<file path="config.mk">
export PLATFORM = sky130hd
export DESIGN_NAME = divide_controller
export DESIGN_NICKNAME = d
export VERILOG_FILES = /design/src/rtl/divide_controller.sv
export SDC_FILE = /design/constraint.sdc
export NUM_CORES = 1
export LEC_CHECK = 0
export ABC_AREA = 1
export BUFFER_PORTS_ARGS = -buffer_cell sky130_fd_sc_hd__buf_4
export CORE_MARGIN = 2
export CORE_UTILIZATION = 55
export CTS_CLUSTER_DIAMETER = 150
export DETAILED_ROUTE_END_ITERATION = 6
export HOLD_SLACK_MARGIN = 0.06
export PLACE_DENSITY = 0.75
export SKIP_CTS_REPAIR_TIMING = 1
export SLEW_MARGIN = 10
export SYNTH_ARGS = -nofsm -noshare
export SYNTH_HDL_FRONTEND = slang
export SYNTH_SLANG_ARGS = --single-unit
</file>
<file path="constraint.sdc">
create_clock -name clock -period 2.5 [get_ports clock]
set_input_delay 0.25 -clock clock [delete_from_list [all_inputs] [get_ports clock]]
set_output_delay 0.25 -clock clock [all_outputs]
set_load 0.005 [all_outputs]
</file>
<file path="src/rtl/divide_controller.sv">
// Radix-2 restoring divide sequencer for MIPS DIV/DIVU (LO=quotient, HI=remainder).
// Ports: clock/reset, start_* request, flush, busy, result_* handshake, quotient, remainder.
module divide_controller #(
  parameter int DATA_WIDTH = 32
) (
  input  logic                  clock,
  input  logic                  reset,
  input  logic                  start_valid,
  output logic                  start_ready,
  input  logic                  start_signed,
  input  logic [DATA_WIDTH-1:0] dividend,
  input  logic [DATA_WIDTH-1:0] divisor,
  input  logic                  flush,
  output logic                  busy,
  output logic                  result_valid,
  input  logic                  result_ready,
  output logic [DATA_WIDTH-1:0] quotient,
  output logic [DATA_WIDTH-1:0] remainder
);

  localparam int DW = DATA_WIDTH;
  localparam int CW = $clog2(DW) + 1;

  typedef enum logic [1:0] {
    IDLE = 2'd0,
    BUSY = 2'd1,
    DONE = 2'd2
  } state_t;

  state_t          r_state;
  state_t          w_next;
  logic [CW-1:0]   r_cnt;
  logic [DW-1:0]   r_rem;
  logic [DW-1:0]   r_quo;
  logic [DW-1:0]   r_dvsr;
  logic            r_signed;
  logic            r_sa;
  logic            r_sb;
  logic            r_dz;
  logic [DW-1:0]   r_q_out;
  logic [DW-1:0]   r_r_out;

  logic            w_acc;
  logic            w_last;
  logic            w_a_neg;
  logic            w_b_neg;
  logic [DW-1:0]   w_a_mag;
  logic [DW-1:0]   w_b_mag;
  logic [DW:0]     w_sh;
  logic            w_ge;
  logic [DW-1:0]   w_diff;
  logic [DW-1:0]   w_q_fix;
  logic [DW-1:0]   w_r_fix;

  // reset gates ready so every output reads 0 while reset is held
  assign start_ready = reset & ~flush &
                       ((r_state == IDLE) |
                        ((r_state == DONE) & result_ready));
  assign w_acc        = start_valid & start_ready;
  assign busy         = (r_state != IDLE);
  assign result_valid = (r_state == DONE);
  assign quotient     = r_q_out;
  assign remainder    = r_r_out;

  assign w_a_neg = start_signed & dividend[DW-1];
  assign w_b_neg = start_signed & divisor[DW-1];
  assign w_a_mag = w_a_neg ? (~dividend + 1'b1) : dividend;
  assign w_b_mag = w_b_neg ? (~divisor + 1'b1) : divisor;

  // the shifted partial remainder needs one extra bit before the trial subtract
  assign w_sh   = {r_rem, r_quo[DW-1]};
  assign w_ge   = (w_sh >= {1'b0, r_dvsr});
  assign w_diff = w_sh[DW-1:0] - r_dvsr;
  assign w_last = (r_cnt == CW'(DW));

  // divisor 0 leaves rem = |dividend|, so the dividend-sign fix restores the raw operand
  assign w_q_fix = r_dz ? {DW{1'b1}} :
                   ((r_signed & (r_sa ^ r_sb)) ? (~r_quo + 1'b1) : r_quo);
  assign w_r_fix = (r_signed & r_sa) ? (~r_rem + 1'b1) : r_rem;

  always_comb begin
    w_next = r_state;
    unique case (r_state)
      IDLE: if (w_acc) w_next = BUSY;
      BUSY: if (w_last) w_next = DONE;
      DONE: begin
        if (result_ready) w_next = w_acc ? BUSY : IDLE;
      end
      default: w_next = IDLE;
    endcase
    if (flush) w_next = IDLE;
  end

  always_ff @(posedge clock or negedge reset) begin
    if (!reset) r_state <= IDLE;
    else        r_state <= w_next;
  end

  always_ff @(posedge clock or negedge reset) begin
    if (!reset) begin
      r_cnt    <= '0;
      r_rem    <= '0;
      r_quo    <= '0;
      r_dvsr   <= '0;
      r_signed <= 1'b0;
      r_sa     <= 1'b0;
      r_sb     <= 1'b0;
      r_dz     <= 1'b0;
      r_q_out  <= '0;
      r_r_out  <= '0;
    end else if (w_acc) begin
      r_cnt    <= '0;
      r_rem    <= '0;
      r_quo    <= w_a_mag;
      r_dvsr   <= w_b_mag;
      r_signed <= start_signed;
      r_sa     <= w_a_neg;
      r_sb     <= w_b_neg;
      r_dz     <= (divisor == '0);
    end else if ((r_state == BUSY) && !flush) begin
      if (w_last) begin
        r_q_out <= w_q_fix;
        r_r_out <= w_r_fix;
      end else begin
        r_cnt <= r_cnt + 1'b1;
        r_rem <= w_ge ? w_diff : w_sh[DW-1:0];
        r_quo <= {r_quo[DW-2:0], w_ge};
      end
    end
  end

endmodule

</file>
=== Yosys cells after proc, flatten, opt, wreduce, memory -nomap -nowiden ===
Index checks and enable logic that the tools add are counted.

* Bits in registers: 172
* Input bits: 70
* Output and inout bits: 67
* Logic and storage cells: 71

* $add $sub $neg: 6
* Magnitude comparators: 1
* Eq/ne operators: 7
* Multiplexer cells: 21
* Bitwise gates (word level): 16
* Reduce and logical (&&, ||, !) cells: 9

{| class="wikitable"
|+ Operators with widths
! cell !! number
|-
| $mux 32 || 12
|-
| $add 32x1->32 const B || 4
|-
| $not 32->32 || 4
|-
| $ge 33x32->1 || 1
|-
| $logic_not 32->1 || 1
|-
| $sub 32x32->32 || 1
|-
| $mux 6 || 3
|-
| $and 1x1->1 || 8
|-
| $mux 2 || 4
|-
| $add 6x1->6 const B || 1
|-
| $eq 6x6->1 const B || 1
|-
| $ne 3x3->1 const B || 2
|-
| $pmux 2 s3 || 1
|-
| $reduce_and 3->1 || 2
|-
| $reduce_bool 2->1 || 2
|-
| $ne 3x2->1 const B || 1
|-
| $eq 2x1->1 const B || 1
|-
| $eq 2x2->1 const B || 1
|-
| $logic_not 2->1 || 1
|-
| $ne 2x2->1 const B || 1
|-
| $not 1->1 || 2
|-
| $reduce_and 2->1 || 1
|-
| $logic_and 1x1->1 || 1
|-
| $logic_not 1->1 || 1
|-
| 3 further kinds || 3
|}

=== Longest topological paths before layout ===
* Depth after elaboration: 9
* Gate-level depth with buffers: 17
* Gate-level depth less buffers: 17

=== Worst setup path after synthesis ===
Ideal clock, no wire load.

* Path kind: reg-to-reg
* From: reg r_rem[23]
* To: reg r_rem[8]
* Setup time: 0.133 ns
* Arrival time: 1.832 ns
* Required time: 2.367 ns
* Setup slack: 0.535 ns
* Stages on the path, launching flop included: 14
* Buffers on the path: 2
* Period minus slack after synthesis: 1.965 ns
* Path through: dfrtp_1 -> ha_1 -> nand2_1 -> inv_1 -> a21oi_1 -> nand2_1 -> nand2_1 -> nand3_2 -> nor2_2 -> buf_6 -> buf_6 -> nand3_1 -> nand3_1 -> o21ai_0

* Word-level cells in the longest chain between the ends: 5

{| class="wikitable"
|+ Ends and longest elaborated chain
! item !! RTL line !! text
|-
| from (decl) || 33 || <nowiki>logic [DW-1:0] r_rem;</nowiki>
|-
| from (signal assigned) || 126 || <nowiki>r_rem <= w_ge ? w_diff : w_sh[DW-1:0];</nowiki>
|-
| $ge 33x32->1 || 72 || <nowiki>assign w_ge = (w_sh >= {1'b0, r_dvsr});</nowiki>
|-
| $mux 32 || 126 ||
|-
| $mux 32 || 121 || <nowiki>if (w_last) begin</nowiki>
|-
| $mux 32 || 120 || <nowiki>end else if ((r_state == BUSY) && !flush) begin</nowiki>
|-
| $mux 32 || 111 || <nowiki>end else if (w_acc) begin</nowiki>
|}

No other way between the ends. The select of a mux whose other input is x is not followed.
A chain may end at the register's enable or synchronous reset.

=== Worst setup path after layout ===
* From: reg r_rem[23]
* To: reg r_rem[10]

The elaborated chain is that of the path after synthesis.

==> out/qor.yml <==
status: "complete, no violations"
total_leakage_power_nw: 8.19
slowest_delay_ps: 480
slew_headroom_pct: 43.1
antenna_left: 0
core_sq_mm: 0.0235
hold_violations: 0
critPathBufInv: 2
drv_slew: 0
grtUsageTotal_pct: 32.0
setup_viol: 0
crit_chain: "ha_2 > nand2_1 > inv_1 > a21oi_1 > nand2_1 > nand2_1 > nand3_2 > nor2_2 > buf_8 > nand3_1 > nand3_1 > o21ai_0"
ys_ff_latch: 172
path_common_cell: "nand2_1"
pwr-share-clk_pct: 20.1
hp-class: "in2reg"
syn_area_per_cell_sq_um: 6.51
grt-ovfl-total: 0
cp_slowest_cell: "dfrtp_2"
ys.flop_type: "dfrtp_1"
yosysTopAreaCellShare_pct: 32.6
critical_path.top_delay_family: "simple AND/OR/NAND/NOR gates"
grt_max_degree: 66
cts_made_buffers: 17
synth_common_cells: "582 x nand2_1, 299 x inv_1, 224 x nand3_1"
critical_path_arrival_ps: 2650
powerDensity_mw_per_mm2: 884
cts_max_path_buffers: 2
synth_warnings: 0
clock.fmax_mhz: 425
max_cap_violations: 0
path_clk_slew_ps: 80
place_congestion: 0.981
synthTopCellsByArea: "dfrtp_1 33%, nand2_1 17%, inv_1 8.5%"
finClkSkew_ps: 16.5
yosysSeqAreaShare_pct: 32.6
drive_gt1_share_pct: 13.2
rsz0062_at_grt: "true"
hpwl_um: 31900
dr.pass1.iters: 5
ios: 137
grt_pass1_vias: 12315
swShare_pct: 48.2
cts_num_sinks: 172
power_mw: 13.6
tritoncts: "done"
netlist_instances: 2032
synth.net_count: 2141
start_util_pct: 56.2
end_kind: "flip-flop"
combPwrFrac_pct: 52.1
worstPathRequired_ps: 2800
synth_area_sq_mm: 0.0132
drtIter0Drc: 1352
routed-via-count: 13653
antenna_found_initial: 0
die_w_um: 159
async_reset_ff_share_pct: 100
seqPwrFrac_pct: 27.8
die_area_sq_mm: 0.0253
peakVddDrop_mv: 0.564
synth-edff-count: 0
multi_input_area_sq_mm: 0.00750
wl_per_cell_um: 16.1
clk_latency_ps: 440
n_fill_cell: 2199
std_cell_rows: 56
routed_wirelength_um: 40300
drt-vias-per-instance: 5.46
root_buffer: "clkbuf_16"
period_minus_slack_ps: 2350
yosysMostFrequentCell: "nand2_1"
startpoint_type: "flip-flop"
io_buffers: 136
utilization_pct: 65.1
rrSetupSlack_ps: 150
fin_nets: 2277
grt_first_pass_wirelength_um: 65200
diodes: 0
final-seq-area_sq_mm: 0.00431
power_switching_mw: 6.54
synth_area_leader_cell: "dfrtp_1"
drc_errors: 0
critPathKind: "reg2reg"
h-tree-depth: 4
synthDistinctLibCells: 46
crit_fanout: 28
worst_slew_pin_slew_ps: 853
p_int_mw: 7.02
die_h_um: 159
syn2layout_area_growth_pct: 16.0
period_share_pct: 94.0
through the flow:
stage / setup WS (ps) / hold WS [ps] / cell area (sq um) / TNS (ps) / std cells
3_5_place_dp: 69.5 / 401 / 14600 / 0 / 2466
6_report: 149 / 74.1 / 15300 / 0 / 2500
4_1_cts: 59.5 / -66.7 / 15200 / 0 / 2498
5_1_grt: -16.8 / 91.6 / 15300 / -16.8 / 2500
2_1_floorplan: 535 / -45.6 / 13200 / 0 / 2032
3_3_place_gp: 5.09 / 394 / 14600 / 0 / 2466
final cells by class:
class | count | area share, %
repair buffers | 176 | 8.98
flip-flops and latches | 172 | 28.1
inverters | 305 | 7.47
clock inverters | 15 | 1.17
clock buffers | 17 | 2.77
well taps | 319 | 2.60
multi-input cells | 1496 | 48.9
tightest hold or removal path, cell delays in order:
cell,delay [ps]
buf_4,120
nand2_1,60
nand2_1,50
kinds of logic after synthesis:
kind of cell	share of synthesized area, %
XOR/XNOR	4.11
AND/OR/NAND/NOR	37.2
buffers and inverters	11.2
AO/OA/AOI/OAI	11.2
flip-flops	32.6
adder cells (fa/ha/maj)	3.75
metal layers:
| metal | global-route usage [%] | wire length [um] | up-vias |
|---|---|---|---|
| li1 | - | - | 6801 |
| met1 | 50.0 | 19600 | 6216 |
| met2 | 44.9 | 16200 | 588 |
| met3 | 5.57 | 3490 | 48 |
| met4 | 9.01 | 970 | 0 |
| met5 | 0 | 0 | - |
power groups by stage:
stage	logic [mW]	clock network (mW)	registers, mW
finish	7.06	2.73	3.77
global route	7.92	2.87	3.81
CTS	6.83	2.76	3.72
detailed placement	6.77	0	3.78
global placement	6.74	0	3.75
floorplan	4.95	0	3.61
cell usage in the layout, fill, tap and decap left out, types with 4 or more instances in the layout:
master / synthesis / routed
dfrtp_1: 172 / 168
xor2_1: 46 / 46
nand2_2: 15 / 16
nand3_1: 224 / 224
or2_2: 9 / 9
dfrtp_2: 0 / 4
o211ai_1: 19 / 19
clkbuf_16: 0 / 17
buf_4: 5 / 169
o21bai_1: 8 / 8
nand3b_1: 14 / 14
o22ai_1: 17 / 17
clkinv_8: 0 / 4
inv_1: 299 / 298
a21oi_1: 53 / 53
nor2_1: 209 / 204
o221ai_1: 17 / 17
nand3_2: 5 / 5
nor2_4: 4 / 4
xnor2_1: 16 / 16
o21ai_1: 15 / 15
inv_8: 0 / 5
a31oi_1: 15 / 15
o21ai_0: 108 / 108
nor2_2: 9 / 14
nor3_1: 21 / 21
ha_1: 38 / 27
nand4_1: 25 / 25
ha_2: 0 / 10
inv_2: 6 / 7
and2_1: 8 / 8
nand2_1: 582 / 580
worst paths after layout:
| path | cells past startpoint | to | start |
|---|---|---|---|
| min | 3 | r_signed | start_signed |
| max | 12 | r_rem[10] | r_rem[23] |
| max reg2reg | 12 | r_rem[10] | r_rem[23] |
| min in group asynchronous | 3 | remainder[4] | reset |
| min reg2reg | 2 | remainder[28] | remainder[28] |
| max in group asynchronous | 4 | r_rem[28] | reset |
state kept, by name, indices dropped and copies added, names as in the netlist:
register / cells
r_signed: 1
r_quo: 32
r_dvsr: 32
r_cnt: 6
r_sa: 1
r_dz: 1
remainder: 32
quotient: 32
r_state: 2
r_rem: 32
r_sb: 1
No activity file was read; power rests on OpenSTA's default activity.
